`src/rtl/exc_pkg.sv`:
```
// Shared types and constants for the exception handler: FSM states,
// EStatus cause codes and the recognised opcode encodings.
package exc_pkg;

  typedef enum logic [1:0] {
    IDLE    = 2'd0,
    PEND    = 2'd1,
    HANDLER = 2'd2
  } state_t;

  localparam logic [3:0] ES_NONE  = 4'b0000;
  localparam logic [3:0] ES_EXTL  = 4'b0001;
  localparam logic [3:0] ES_INVOP = 4'b0010;

  localparam logic [10:0] OP_LDUR = 11'b11111000010;
  localparam logic [10:0] OP_STUR = 11'b11111000000;
  localparam logic [10:0] OP_ADD  = 11'b10001011000;
  localparam logic [10:0] OP_SUB  = 11'b11001011000;
  localparam logic [10:0] OP_AND  = 11'b10001010000;
  localparam logic [10:0] OP_ORR  = 11'b10101010000;
  localparam logic [10:0] OP_ERET = 11'b11010110100;
  // CBZ only fixes the upper 8 bits; the low 3 are don't-care
  localparam logic [7:0]  OP_CBZ_HI = 8'b10110100;

  localparam logic [7:0]  CNT_MAX = 8'hFF;

endpackage

```
`src/rtl/exc_handler_if.sv`:
```
// Decode/datapath-side signal bundle of the exception handler.
// master = the datapath/requester side, slave = the handler.
interface exc_handler_if;
  logic [10:0] instr;
  logic        instr_valid;
  logic        ExtlRQ;
  logic        ExcAck;
  logic        Exc;
  logic        ExtlAck;
  logic [3:0]  EStatus;
  logic        ERet;
  logic [7:0]  exc_count;

  modport master (
    output instr, instr_valid, ExtlRQ, ExcAck,
    input  Exc, ExtlAck, EStatus, ERet, exc_count
  );

  modport slave (
    input  instr, instr_valid, ExtlRQ, ExcAck,
    output Exc, ExtlAck, EStatus, ERet, exc_count
  );
endinterface

```
`src/rtl/exc_handler_opcode_check.sv`:
```
// Combinational opcode classifier: flags legal opcodes and ERET.
module opcode_check
  import exc_pkg::*;
(
  input  logic [10:0] instr,
  output logic        is_valid,
  output logic        is_eret
);

  // match against the legal opcode table; CBZ compares its fixed bits only
  always_comb begin
    is_eret  = (instr == OP_ERET);
    is_valid = 1'b0;
    unique case (instr)
      OP_LDUR, OP_STUR, OP_ADD, OP_SUB,
      OP_AND, OP_ORR, OP_ERET: is_valid = 1'b1;
      default:                 is_valid = (instr[10:3] == OP_CBZ_HI);
    endcase
  end

endmodule

```
`src/rtl/exc_handler.sv`:
```
// Exception handler: detects invalid opcodes and external interrupts in
// IDLE, holds Exc until the datapath acknowledges, then waits in HANDLER
// for ERET. Counts taken exceptions (saturating).
module exc_handler
  import exc_pkg::*;
(
  input  logic          clk,
  input  logic          reset,
  exc_handler_if.slave  bus
);

  state_t     state, state_n;
  logic [3:0] status, status_n;
  logic [7:0] cnt, cnt_n;
  logic       exc_q, extl_ack_q, extl_ack_n;
  logic       is_valid, is_eret, eret;

  opcode_check u_opc (
    .instr    (bus.instr),
    .is_valid (is_valid),
    .is_eret  (is_eret)
  );

  // next state, cause code, counter and strobes
  always_comb begin
    state_n    = state;
    status_n   = status;
    cnt_n      = cnt;
    extl_ack_n = 1'b0;
    eret       = 1'b0;
    unique case (state)
      IDLE: begin
        // an ERET outside a handler is treated as an illegal instruction
        if (bus.instr_valid && (!is_valid || is_eret)) begin
          state_n  = PEND;
          status_n = ES_INVOP;
        end else if (bus.ExtlRQ) begin
          state_n  = PEND;
          status_n = ES_EXTL;
        end
      end
      PEND: begin
        if (bus.ExcAck) begin
          state_n    = HANDLER;
          cnt_n      = (cnt == CNT_MAX) ? cnt : cnt + 8'd1;
          extl_ack_n = (status == ES_EXTL);
        end
      end
      HANDLER: begin
        // no nesting: ExtlRQ and bad opcodes are ignored here
        if (bus.instr_valid && is_eret) begin
          eret     = 1'b1;
          state_n  = IDLE;
          status_n = ES_NONE;
        end
      end
      default: begin
        state_n  = IDLE;
        status_n = ES_NONE;
      end
    endcase
  end

  // state and registered outputs; reset aborts without any acknowledge
  always_ff @(posedge clk or negedge reset) begin
    if (!reset) begin
      state      <= IDLE;
      status     <= ES_NONE;
      cnt        <= 8'd0;
      exc_q      <= 1'b0;
      extl_ack_q <= 1'b0;
    end else begin
      state      <= state_n;
      status     <= status_n;
      cnt        <= cnt_n;
      exc_q      <= (state_n == PEND);
      extl_ack_q <= extl_ack_n;
    end
  end

  assign bus.Exc       = exc_q;
  assign bus.ExtlAck   = extl_ack_q;
  assign bus.EStatus   = status;
  assign bus.ERet      = eret;
  assign bus.exc_count = cnt;

endmodule

```
`src/flat_wrapper.sv`:
```
// flat-port wrapper written by rule: the top's interface ports become plain ports
module exc_handler_flat import exc_pkg::*;
  (clk, reset, bus_instr, bus_instr_valid, bus_ExtlRQ, bus_ExcAck, bus_Exc, bus_ExtlAck, bus_EStatus, bus_ERet, bus_exc_count);
  exc_handler_if bus_i ();
  input  logic clk;
  input  logic reset;
  input wire logic [$bits(bus_i.instr)-1:0] bus_instr;
  input wire logic [$bits(bus_i.instr_valid)-1:0] bus_instr_valid;
  input wire logic [$bits(bus_i.ExtlRQ)-1:0] bus_ExtlRQ;
  input wire logic [$bits(bus_i.ExcAck)-1:0] bus_ExcAck;
  output wire logic [$bits(bus_i.Exc)-1:0] bus_Exc;
  output wire logic [$bits(bus_i.ExtlAck)-1:0] bus_ExtlAck;
  output wire logic [$bits(bus_i.EStatus)-1:0] bus_EStatus;
  output wire logic [$bits(bus_i.ERet)-1:0] bus_ERet;
  output wire logic [$bits(bus_i.exc_count)-1:0] bus_exc_count;
  assign bus_i.instr = bus_instr;
  assign bus_i.instr_valid = bus_instr_valid;
  assign bus_i.ExtlRQ = bus_ExtlRQ;
  assign bus_i.ExcAck = bus_ExcAck;
  assign bus_Exc = bus_i.Exc;
  assign bus_ExtlAck = bus_i.ExtlAck;
  assign bus_EStatus = bus_i.EStatus;
  assign bus_ERet = bus_i.ERet;
  assign bus_exc_count = bus_i.exc_count;
  exc_handler u_core (.clk(clk), .reset(reset), .bus(bus_i));
endmodule
```
`config.mk`:
```
export PLATFORM = sky130hd
export DESIGN_NAME = exc_handler_flat
export DESIGN_NICKNAME = d
export VERILOG_FILES = /design/src/rtl/exc_pkg.sv /design/src/rtl/exc_handler_if.sv /design/src/rtl/exc_handler_opcode_check.sv /design/src/rtl/exc_handler.sv /design/src/flat_wrapper.sv
export SDC_FILE = /design/constraint.sdc
export NUM_CORES = 1
export LEC_CHECK = 0
export ABC_AREA = 1
export BUFFER_PORTS_ARGS = -buffer_cell sky130_fd_sc_hd__buf_4
export CORE_MARGIN = 4
export CORE_UTILIZATION = 54
export DETAILED_ROUTE_END_ITERATION = 16
export HOLD_SLACK_MARGIN = 0.08
export PLACE_DENSITY_LB_ADDON = 0.05
export SYNTH_ARGS = -nofsm -noshare
export SYNTH_HDL_FRONTEND = slang
export SYNTH_HIERARCHICAL = 1
export SYNTH_SLANG_ARGS = --single-unit
```
`constraint.sdc`:
```
create_clock -name clk -period 2.4 [get_ports clk]
set_clock_uncertainty 0.05 [all_clocks]
set_input_delay 0.36 -clock clk [delete_from_list [all_inputs] [get_ports clk]]
set_output_delay 0.36 -clock clk [all_outputs]
set_load 0.03 [all_outputs]
```
==> out/qor.csv <==
metric;value;unit
top cells by area, synth;sky130_fd_sc_hd__dfrtp_1, sky130_fd_sc_hd__nand2_1, sky130_fd_sc_hd__nor2_1;
total count of max-transition violations in the final report;0;
post-synthesis sequential area ratio;34.1;%
required time at the worst-slack endpoint;1.99;ns
CTS tree;done;
initial antenna violation count;0;
internal reg-to-reg setup slack;1.03;ns
most used standard cell by instance count after synthesis;sky130_fd_sc_hd__nand2_1;
flip-flop and latch count after synthesis;14;
first-pass detailed-route iteration total;5;
area added between synthesis and finish;25.6;%
Max-Cap Viols;0;
worst-case setup slack after placement;0.672;ns
routed wire length per instance;11.4;µm
element type at the critical path end;output port;
setup repair after global routing missed its margin;no;
post-synthesis adder-cell area fraction;1.22;%
top-area cell type share of the netlist area;34.1;%
Post-Syn Area;0.00103;mm²
most used flip-flop cell after synthesis;sky130_fd_sc_hd__dfrtp_1;
post-CTS clock slew at the launch and capture registers of the worst setup and hold paths;0.08;ns
worst vdd rail ir drop;615;µV
post-route setup TNS;0;ns
hold violation count in the final report;0;
mean cell area of the mapped netlist;6.71;µm²
NumNets Final;203;
count of H-tree levels built during CTS;1;
Gates resized, CTS repair;0;
worst hold stages;2;
clock latency reported for the late side of the worst-skew pair;0.28;ns
vias in the first global route;984;
crit-path cells;buf_4 -> inv_1 -> nand2_1 -> nor2_1 -> nand3_1 -> inv_1 -> nand2_1 -> nor3_1 -> buf_4;
GRT Total Usage;20.4;%
Die Height;51.6;µm
total I/O pin count;31;
Top Family by Delay on Critical Path;simple AND/OR/NAND/NOR gates;
share of flip-flops with an asynchronous set or reset after synthesis;100;%
delay of the slowest cell on the worst path;0.19;ns
final critical-path required period;1.73;ns
count of warnings emitted by yosys;6;
crit start category;primary input;
die width;51.6;µm
DP HPWL;1860;µm
area of the die;0.00266;mm²
Synth Area in Compound Gates;3.17;%
Post-Synth XOR/XNOR Area;2.56;%
layout cells sized above 1;26.1;%
Max Clk Rate;578;MHz
maximum number of pins on one net before global-route repair;15;
Hold Crit Start;bus_ExcAck;
total via count in the routed design;1034;
number of clock sinks;14;
Arr. time, crit path;1.32;ns
Reg-to-Reg Start;u_core/bus.exc_count[1]$_DFFE_PN0P_;
total detailed-routing wirelength;2380;µm
ANT nets after route;0;
diode count;0;
min setup slack post-route;0.671;ns
main combinational cell family by area after synthesis;simple AND/OR/NAND/NOR gates;
cell at the slowest stage of the critical path;sky130_fd_sc_hd__buf_4;
most instantiated cells after synthesis;sky130_fd_sc_hd__nand2_1, sky130_fd_sc_hd__nor2_1, sky130_fd_sc_hd__inv_1, sky130_fd_sc_hd__dfrtp_1, sky130_fd_sc_hd__nand3_1;
terminating pin of the worst hold path;u_core/state[0]$_DFF_PN0_;
DRC violation count after routing;0;
Initial Util;58.2;%
post-layout utilization of the core;73.0;%
Post-synth EDFFs;0;
run status;complete, no violations;
core region area;0.00176;mm²
final worst path period share;72.0;%
power per standard cell area;835;mW/mm²
number of cells on the worst reg-to-reg path;8;
last weighted congestion value of the routability-driven placer;0.827;
WS Path Type;in2out;
leakage power of the design;0.000716;µW
via density per instance;4.95;
count of input and output buffers;28;
share of synthesized area spent on multiplexers;0;%
Synth cell types;25;
root buffer selected by CTS;sky130_fd_sc_hd__clkbuf_4;
final number of setup-violating endpoints;0;
reg-to-reg endpoint;u_core/bus.exc_count[4]$_DFFE_PN0P_;
buffer depth of the longest clock path;2;
number of buffer and inverter stages on the critical path;4;
number of buffers created by CTS;3;
Syn Inst Count;153;
global-route wire length before repair;4060;µm
Remaining Overflow, GRT;0;
Hold Path Class;in2reg;
largest area contributor in the synthesized netlist;sky130_fd_sc_hd__dfrtp_1;
number of DRC violations after detailed-routing iteration 0;26;
standard-cell rows;15;
basic-gate share of the synthesized area counting and, or, nand and nor cells;47.8;%
largest fanout of any net on the critical path;3;
==> cell families (layout without fill, tap and decap cells) <==
family,after synthesis,count (layout)
xor+xnor,3,3
other cells,1,2
compound gates,4,4
simple gates,104,104
fa+ha+maj,1,1
flops,14,14
buf+inv,26,56
==> cells in the final DEF (no fill, tap or decap), drive strengths merged <==
| cell | Yosys | routed |
|---|---|---|
| a21oi | 1 | 1 |
| buf | 2 | 28 |
| clkbuf | 0 | 3 |
| conb | 1 | 2 |
| dfrtp | 14 | 14 |
| dlygate4sd3 | 0 | 1 |
| ha | 1 | 1 |
| inv | 24 | 24 |
| nand2 | 58 | 58 |
| nand3 | 13 | 13 |
| nand3b | 1 | 1 |
| nand4 | 2 | 2 |
| nor2 | 26 | 26 |
| nor3 | 4 | 4 |
| o211ai | 2 | 2 |
| o21ai | 1 | 1 |
| xnor2 | 1 | 1 |
| xor2 | 2 | 2 |
==> flip-flops by register name, indices dropped and copies added (netlist names) <==
register	cells
u_core/bus.EStatus	2
u_core/bus.ExtlAck	1
u_core/bus.exc_count	8
u_core/bus.Exc	1
u_core/state	2
==> report_power, final <==
| group | internal (µW) | leakage [µW] | total, µW | switching, µW |
|---|---|---|---|---|
| registers | 307 | 0.000183 | 382 | 74.1 |
| clock network | 58.2 | 0.0000138 | 133 | 75.2 |
| logic | 200 | 0.000519 | 561 | 361 |
==> through the flow <==
| step | instance area (µm²) | power [µW] | hold WS [ns] | cells |
|---|---|---|---|---|
| final | 1290 | 1080 | 0.265 | 209 |
| after global routing | 1290 | 1160 | 0.254 | 209 |
| after CTS | 1290 | 1080 | 0.253 | 209 |
| after detailed placement | 1260 | 943 | 0.173 | 205 |
| after global placement | 1260 | 920 | 0.174 | 205 |
| after floorplan | 1030 | 760 | 0.0144 | 154 |
==> per-layer routing <==
| metal | GRT usage [%] | part of all wire, % | vias to the layer above | wire length [µm] |
|---|---|---|---|---|
| li1 | - | - | 530 | - |
| met1 | 23.0 | 40 | 464 | 953 |
| met2 | 37.1 | 51 | 36 | 1220 |
| met3 | 5.16 | 7.6 | 4 | 180 |
| met4 | 6.55 | 1.1 | 0 | 26 |
| met5 | 0 | 0 | - | 0 |
==> how the worst max path moves through the flow <==
stage	slack (ns)	startpoint	end	cells past startpoint
floorplan	0.55	bus_instr[8]	bus_ERet	5
global placement	0.72	bus_instr[8]	bus_ERet	7
detailed placement	0.67	bus_instr[6]	bus_ERet	9
CTS	0.66	bus_instr[6]	bus_ERet	9
global route	0.49	bus_instr[6]	bus_ERet	9
finish	0.67	bus_instr[6]	bus_ERet	9
==> final cells by class <==
class / instances / area (µm²)
fillers: 158 / 475
well taps: 25 / 31.3
repair buffers: 29 / 220
flip-flops and latches: 14 / 350
clock buffers: 3 / 22.5
inverters: 24 / 95.1
multi-input cells: 114 / 569
==> repair_timing <==
item | CTS | global route
hold buffers | 1 | 0
buffers inserted | 0 | 0
endpoints found under the hold margin | 14 | 0
(Power assumes the default switching activity.)
